`config.mk`:
```
export PLATFORM = sky130hd
export DESIGN_NAME = gshare_predictor_flat
export DESIGN_NICKNAME = d
export VERILOG_FILES = /design/src/rtl/gshare_if.sv /design/src/rtl/gshare_predictor.sv /design/src/flat_wrapper.sv
export SDC_FILE = /design/constraint.sdc
export NUM_CORES = 1
export LEC_CHECK = 0
export BUFFER_PORTS_ARGS = -buffer_cell sky130_fd_sc_hd__buf_2
export CORE_AREA = 2 2 78 99
export DETAILED_ROUTE_END_ITERATION = 7
export DIE_AREA = 0 0 80 101
export HOLD_SLACK_MARGIN = 0.02
export PLACE_DENSITY_LB_ADDON = 0.1
export SKIP_LAST_GASP = 1
export SLEW_MARGIN = 20
export SYNTH_ARGS = -nofsm -noshare
export SYNTH_HDL_FRONTEND = slang
export SYNTH_SLANG_ARGS = --single-unit
```
`constraint.sdc`:
```
create_clock -name clk -period 3.45 [get_ports clk]
set_clock_uncertainty 0.05 [all_clocks]
set_input_delay 0.1725 -clock clk [delete_from_list [all_inputs] [get_ports clk]]
set_output_delay 0.1725 -clock clk [all_outputs]
set_load 0.005 [all_outputs]
```
`src/rtl/gshare_if.sv`:
```
// Fetch/execute-side bus of the gshare predictor: fetch lookup plus resolved-branch training.
// The pipeline is the master; the predictor is the slave.
interface gshare_if #(
  parameter int IDX_BITS = 4
);
  logic [15:0]         fetch_pc;
  logic                predict_taken;
  logic [IDX_BITS-1:0] predict_idx;
  logic                ready;
  logic                resolve_valid;
  logic [IDX_BITS-1:0] resolve_idx;
  logic                resolve_taken;
  logic                resolve_predicted;
  logic [15:0]         mispredict_count;

  modport master (
    output fetch_pc,
    output resolve_valid,
    output resolve_idx,
    output resolve_taken,
    output resolve_predicted,
    input  predict_taken,
    input  predict_idx,
    input  ready,
    input  mispredict_count
  );

  modport slave (
    input  fetch_pc,
    input  resolve_valid,
    input  resolve_idx,
    input  resolve_taken,
    input  resolve_predicted,
    output predict_taken,
    output predict_idx,
    output ready,
    output mispredict_count
  );
endinterface

```
`src/rtl/gshare_predictor.sv`:
```
// Gshare direction predictor: 2-bit counters indexed by PC XOR global history,
// trained non-speculatively from execute, with a saturating mispredict counter.
module gshare_predictor #(
  parameter int IDX_BITS  = 4,
  parameter int HIST_BITS = 4
) (
  input  logic    clk,
  input  logic    reset,
  gshare_if.slave bus
);

  localparam int ENTRIES = 1 << IDX_BITS;

  typedef enum logic {
    S_INIT = 1'b0,
    S_RUN  = 1'b1
  } state_t;

  function automatic logic [1:0] sat_inc2(input logic [1:0] c);
    return (c == 2'b11) ? c : c + 2'b01;
  endfunction

  function automatic logic [1:0] sat_dec2(input logic [1:0] c);
    return (c == 2'b00) ? c : c - 2'b01;
  endfunction

  function automatic logic [15:0] sat_inc16(input logic [15:0] c);
    return (c == 16'hFFFF) ? c : c + 16'd1;
  endfunction

  state_t                state_q, state_d;
  logic [IDX_BITS-1:0]   init_ptr_q, init_ptr_d;
  logic [HIST_BITS-1:0]  ghr_q, ghr_d;
  logic [15:0]           cnt_q, cnt_d;
  logic                  ready_q, ready_d;
  logic [1:0]            table_q [ENTRIES];

  logic [IDX_BITS-1:0]   ghr_ext;
  logic [IDX_BITS-1:0]   pred_idx;
  logic                  tbl_we;
  logic [IDX_BITS-1:0]   tbl_widx;
  logic [1:0]            tbl_wdata;
  logic                  unused_pc_bits;

  // PC bit 0 and the bits above the index never take part in the lookup.
  assign unused_pc_bits = ^{bus.fetch_pc[15:IDX_BITS+1], bus.fetch_pc[0]};

  // Lookup: history is zero-extended so short histories only perturb low index bits.
  always_comb begin
    ghr_ext                  = '0;
    ghr_ext[HIST_BITS-1:0]   = ghr_q;
    pred_idx                 = bus.fetch_pc[IDX_BITS:1] ^ ghr_ext;
  end

  assign bus.predict_idx      = pred_idx;
  assign bus.predict_taken    = ready_q & table_q[pred_idx][1];
  assign bus.ready            = ready_q;
  assign bus.mispredict_count = cnt_q;

  always_comb begin
    state_d    = state_q;
    init_ptr_d = init_ptr_q;
    ghr_d      = ghr_q;
    cnt_d      = cnt_q;
    tbl_we     = 1'b0;
    tbl_widx   = bus.resolve_idx;
    tbl_wdata  = table_q[bus.resolve_idx];

    case (state_q)
      S_INIT: begin
        tbl_we     = 1'b1;
        tbl_widx   = init_ptr_q;
        tbl_wdata  = 2'b01;
        init_ptr_d = init_ptr_q + 1'b1;
        if (init_ptr_q == {IDX_BITS{1'b1}}) begin
          state_d = S_RUN;
        end
      end
      S_RUN: begin
        if (bus.resolve_valid) begin
          tbl_we    = 1'b1;
          tbl_wdata = bus.resolve_taken ? sat_inc2(table_q[bus.resolve_idx])
                                        : sat_dec2(table_q[bus.resolve_idx]);
          // Shift in the outcome; the cast keeps the newest HIST_BITS bits.
          ghr_d     = HIST_BITS'({ghr_q, bus.resolve_taken});
          if (bus.resolve_taken != bus.resolve_predicted) begin
            cnt_d = sat_inc16(cnt_q);
          end
        end
      end
      default: begin
        state_d = S_INIT;
      end
    endcase

    ready_d = (state_d == S_RUN);
  end

  // Control state: reset restarts the initialisation sweep.
  always_ff @(posedge clk) begin
    if (reset) begin
      state_q    <= S_INIT;
      init_ptr_q <= '0;
      ghr_q      <= '0;
      cnt_q      <= '0;
      ready_q    <= 1'b0;
    end else begin
      state_q    <= state_d;
      init_ptr_q <= init_ptr_d;
      ghr_q      <= ghr_d;
      cnt_q      <= cnt_d;
      ready_q    <= ready_d;
    end
  end

  // Counter table: no reset, contents are rebuilt by the INIT sweep.
  always_ff @(posedge clk) begin
    if (tbl_we && !reset) begin
      table_q[tbl_widx] <= tbl_wdata;
    end
  end

endmodule

```
`src/flat_wrapper.sv`:
```
// flat-port wrapper written by rule: the top's interface ports become plain ports
module gshare_predictor_flat 
#(
  parameter int IDX_BITS  = 4,
  parameter int HIST_BITS = 4
)
  (clk, reset, bus_fetch_pc, bus_resolve_valid, bus_resolve_idx, bus_resolve_taken, bus_resolve_predicted, bus_predict_taken, bus_predict_idx, bus_ready, bus_mispredict_count);
  gshare_if #(.IDX_BITS(IDX_BITS)) bus_i ();
  input  logic clk;
  input  logic reset;
  input wire logic [$bits(bus_i.fetch_pc)-1:0] bus_fetch_pc;
  input wire logic [$bits(bus_i.resolve_valid)-1:0] bus_resolve_valid;
  input wire logic [$bits(bus_i.resolve_idx)-1:0] bus_resolve_idx;
  input wire logic [$bits(bus_i.resolve_taken)-1:0] bus_resolve_taken;
  input wire logic [$bits(bus_i.resolve_predicted)-1:0] bus_resolve_predicted;
  output wire logic [$bits(bus_i.predict_taken)-1:0] bus_predict_taken;
  output wire logic [$bits(bus_i.predict_idx)-1:0] bus_predict_idx;
  output wire logic [$bits(bus_i.ready)-1:0] bus_ready;
  output wire logic [$bits(bus_i.mispredict_count)-1:0] bus_mispredict_count;
  assign bus_i.fetch_pc = bus_fetch_pc;
  assign bus_i.resolve_valid = bus_resolve_valid;
  assign bus_i.resolve_idx = bus_resolve_idx;
  assign bus_i.resolve_taken = bus_resolve_taken;
  assign bus_i.resolve_predicted = bus_resolve_predicted;
  assign bus_predict_taken = bus_i.predict_taken;
  assign bus_predict_idx = bus_i.predict_idx;
  assign bus_ready = bus_i.ready;
  assign bus_mispredict_count = bus_i.mispredict_count;
  gshare_predictor #(.IDX_BITS(IDX_BITS), .HIST_BITS(HIST_BITS)) u_core (.clk(clk), .reset(reset), .bus(bus_i));
endmodule
```
==> impl_metrics.sql <==
INSERT INTO impl_metrics (metric_group, metric, value, unit) VALUES
('power_and_ir_drop', 'power.leakage', '1.13', 'nW'),
('timing', 'hold_violations', '0', ''),
('cells_and_area', 'post_route_cells_drive_above_1_share', '23.9', '%'),
('cts', 'cts-root-buf', 'sky130_fd_sc_hd__clkbuf_8', ''),
('timing', 'final_min_period_over_clock_period', '82.5', '%'),
('routing', 'drc', '0', ''),
('cts', 'clock_tree.buffer_depth', '2', ''),
('power_and_ir_drop', 'pwr_density_cell', '460', 'nW/um^2'),
('global_route', 'grt_pass1_vias', '1872', ''),
('synthesis', 'synth_top_cells_by_area', 'sky130_fd_sc_hd__edfxtp_1, sky130_fd_sc_hd__dfxtp_1, sky130_fd_sc_hd__mux4_2', ''),
('timing', 'grt_setup_unrepaired', 'false', ''),
('cts', 'cts_tree', 'done', ''),
('synthesis', 'ys_seq_elements', '57', ''),
('critical_path', 'critical_path.top_delay_family', 'multiplexers', ''),
('place', 'globalplace.congestion', '0.822', ''),
('global_route', 'groute.layer.met1.usage', '19.0', '%'),
('cells_and_area', 'most-common-layout-cells', 'sky130_fd_sc_hd__nor2_1, sky130_fd_sc_hd__buf_2, sky130_fd_sc_hd__edfxtp_1', ''),
('timing', 'slew_headroom', '54.8', '%'),
('routing', 'via_per_inst', '5.15', ''),
('cts', 'cts_resized', '0', ''),
('critical_path', 'worstSetupPathType', 'reg -> out', ''),
('global_route', 'global_route_wire_length_before_repair', '9.63', 'mm'),
('routing', 'dr.first_iter.drc_count', '84', ''),
('critical_path', 'critical_path.endpoint_type', 'output pin', ''),
('run', 'max-cap-violations', '0', ''),
('cells_and_area', 'n_antenna_cell', '0', ''),
('worst_hold_path', 'hold_class', 'in -> reg', ''),
('timing', 'final.min_clock_period', '2850', 'ps'),
('cts', 'insertion_delay', '340', 'ps'),
('cells_and_area', 'finish.utilization', '45.2', '%'),
('cts', 'numCtsBuffers', '9', ''),
('synthesis', 'synth_seq_area_share', '52.6', '%'),
('timing', 'fin_worst_hold_slack', '90.0', 'ps'),
('synthesis', 'synth.lib_cells_used.distinct', '45', ''),
('cts', 'clk_transition_reported_paths', '70', 'ps'),
('critical_path', 'maximum_fanout_along_the_worst_path', '5', ''),
('global_route', 'initial_antenna_violation_count', '0', ''),
('routing', 'detail_route.first_pass.iterations', '4', ''),
('synthesis', 'synth_cells', '244', ''),
('floorplan', 'core', '7180', 'sq um'),
('synthesis', 'synthDominantAreaCellType', 'sky130_fd_sc_hd__edfxtp_1', ''),
('routing', 'detail-route-antenna-nets', '0', ''),
('critical_path', 'crit_path_top_delay_cell', 'sky130_fd_sc_hd__mux4_1', ''),
('place', 'buffer_ports.inserted', '34', ''),
('floorplan', 'initial_core_util', '38.7', '%'),
('place', 'detailed_place_hpwl', '4.45', 'mm'),
('floorplan', 'die_h', '101', 'um'),
('cells_and_area', 'layout_commonest_cell', 'sky130_fd_sc_hd__nor2_1', ''),
('cells_and_area', 'multiInputGateArea', '1240', 'sq um'),
('routing', 'drt-wirelength-per-cell', '15.9', 'um'),
('floorplan', 'top_level_i_o_count', '47', ''),
('cts', 'cts_hold_buf', '0', ''),
('cts', 'clock_tree.htree_level_count', '3', ''),
('synthesis', 'avgSynthCellArea', '11.4', 'sq um'),
('critical_path', 'cp.required', '3230', 'ps'),
('floorplan', 'die_footprint', '8080', 'sq um'),
('critical_path', 'critPathBufInv', '1', ''),
('global_route', 'grt_start_max_net_pins', '28', ''),
('cts', 'clock_sink_count', '57', ''),
('synthesis', 'synth_largest_type_area_fraction', '34.6', '%'),
('cts', 'cts_post_setup_buffers_inserted', '0', ''),
('critical_path', 'cp_data_arrival_time', '2620', 'ps'),
('timing', 'timing_worst_slew_pin_value', '676', 'ps'),
('outcome', 'outcome', 'completed', ''),
('global_route', 'top_usage_layer', 'met2', ''),
('floorplan', 'core.rowCount', '35', ''),
('cells_and_area', 'final-instance-count-excl-fill', '377', ''),
('timing', 'setup_viol_count_final', '0', ''),
('power_and_ir_drop', 'max-vdd-ir-drop', '0.000205', 'V'),
('synthesis', 'syn-cell-area', '2780', 'sq um'),
('cells_and_area', 'layout_overhead_on_the_synthesized_area', '16.8', '%');
-- metrics by stage --
stage	power (W)	area, sq um	worst slack [ps]
floorplan	0.000800	2780	893
global placement	0.000827	3030	919
detailed placement	0.000828	3030	903
CTS	0.00151	3250	530
global route	0.00156	3250	420
finish	0.00149	3250	603
-- state kept, by name, indices dropped and copies added, names as in the netlist --
signal and flops:
u_core.bus.mispredict_count 16, u_core.ghr_ext 4, u_core.init_ptr_q 4, u_core.state_q 1
u_core.table_q 32
-- cell usage after synthesis, drive strengths merged --
| cell type | n |
|---|---|
| o31ai | 1 |
| nand2 | 23 |
| nand3 | 5 |
| o22ai | 1 |
| clkbuf | 6 |
| nor3 | 3 |
| and2 | 3 |
| o32ai | 1 |
| a41oi | 1 |
| nand4 | 2 |
| dfxtp | 25 |
| a32oi | 1 |
| o21bai | 1 |
| and3 | 1 |
| a31o | 1 |
| or3 | 1 |
| xnor2 | 15 |
| nor2 | 41 |
| buf | 6 |
| mux2i | 7 |
| or3b | 1 |
| nor4b | 1 |
| nor3b | 1 |
| nand2b | 2 |
| a31oi | 4 |
| inv | 6 |
| a211oi | 7 |
| xor2 | 7 |
| ha | 2 |
| mux4 | 13 |
| a21boi | 1 |
| nor2b | 4 |
| a21oi | 8 |
| o211ai | 1 |
| nor4 | 4 |
| o21ai | 2 |
| mux2 | 2 |
| edfxtp | 32 |
| and4 | 1 |
-- final cells by class --
class	instances	area share (%)
Multi-Input combinational cell	169	38.1
Clock inverter	7	2.93
Timing Repair Buffer	37	5.93
Inverter	6	0.694
Sequential cell	57	45.0
Clock buffer	9	3.82
Tap cell	92	3.55
-- per-layer routing --
layer	up-vias	wire length [um]	share of wire, %
met1	923	2510	42
met3	7	250	4.2
met4	0	70	1.2
li1	966	-	-
met5	-	0	0
met2	47	3160	53
-- cell families (layout without fill, tap and decap cells) --
kind of cell             Yosys count  after routing  share of synthesized area (%)
AND/OR/NAND/NOR                   93             93                           15.3
AO/OA/AOI/OAI                     30             30                           7.16
XOR/XNOR                          22             22                           6.93
multiplexers                      22             22                           14.1
flip-flops                        57             57                           52.6
adder cells (fa/ha/maj)            2              2                          0.900
buffers and inverters             18             59                           2.97
-- worst reg2reg max path: cells and delay by family, from the launching register on --
family                 cells  cell delay (ps)
muxes                      2              820
AOI/OAI and AO/OA          3              550
DFF                        1              360
buffers and inverters      1              240
-- power by group --
part	internal, W	total [W]	switching [W]
Clock	0.000405	0.000681	0.000277
Combinational	0.0000385	0.0000887	0.0000502
Sequential	0.000717	0.000722	0.00000562
Total	0.00116	0.00149	0.000332
-- path summary, 6_finish.rpt --
check | slack, ps | to | start | depth (start not counted)
max | 600 | bus_predict_taken | u_core.ghr_ext[0] | 5
min | 90 | u_core.ghr_ext[0] | bus_resolve_taken | 3
max reg2reg | 1260 | u_core.table_q[15][0] | u_core.table_q[10][0] | 6
min reg2reg | 430 | u_core.ghr_ext[3] | u_core.ghr_ext[3] | 2
Note: power is estimated with default switching activity, not from simulation.
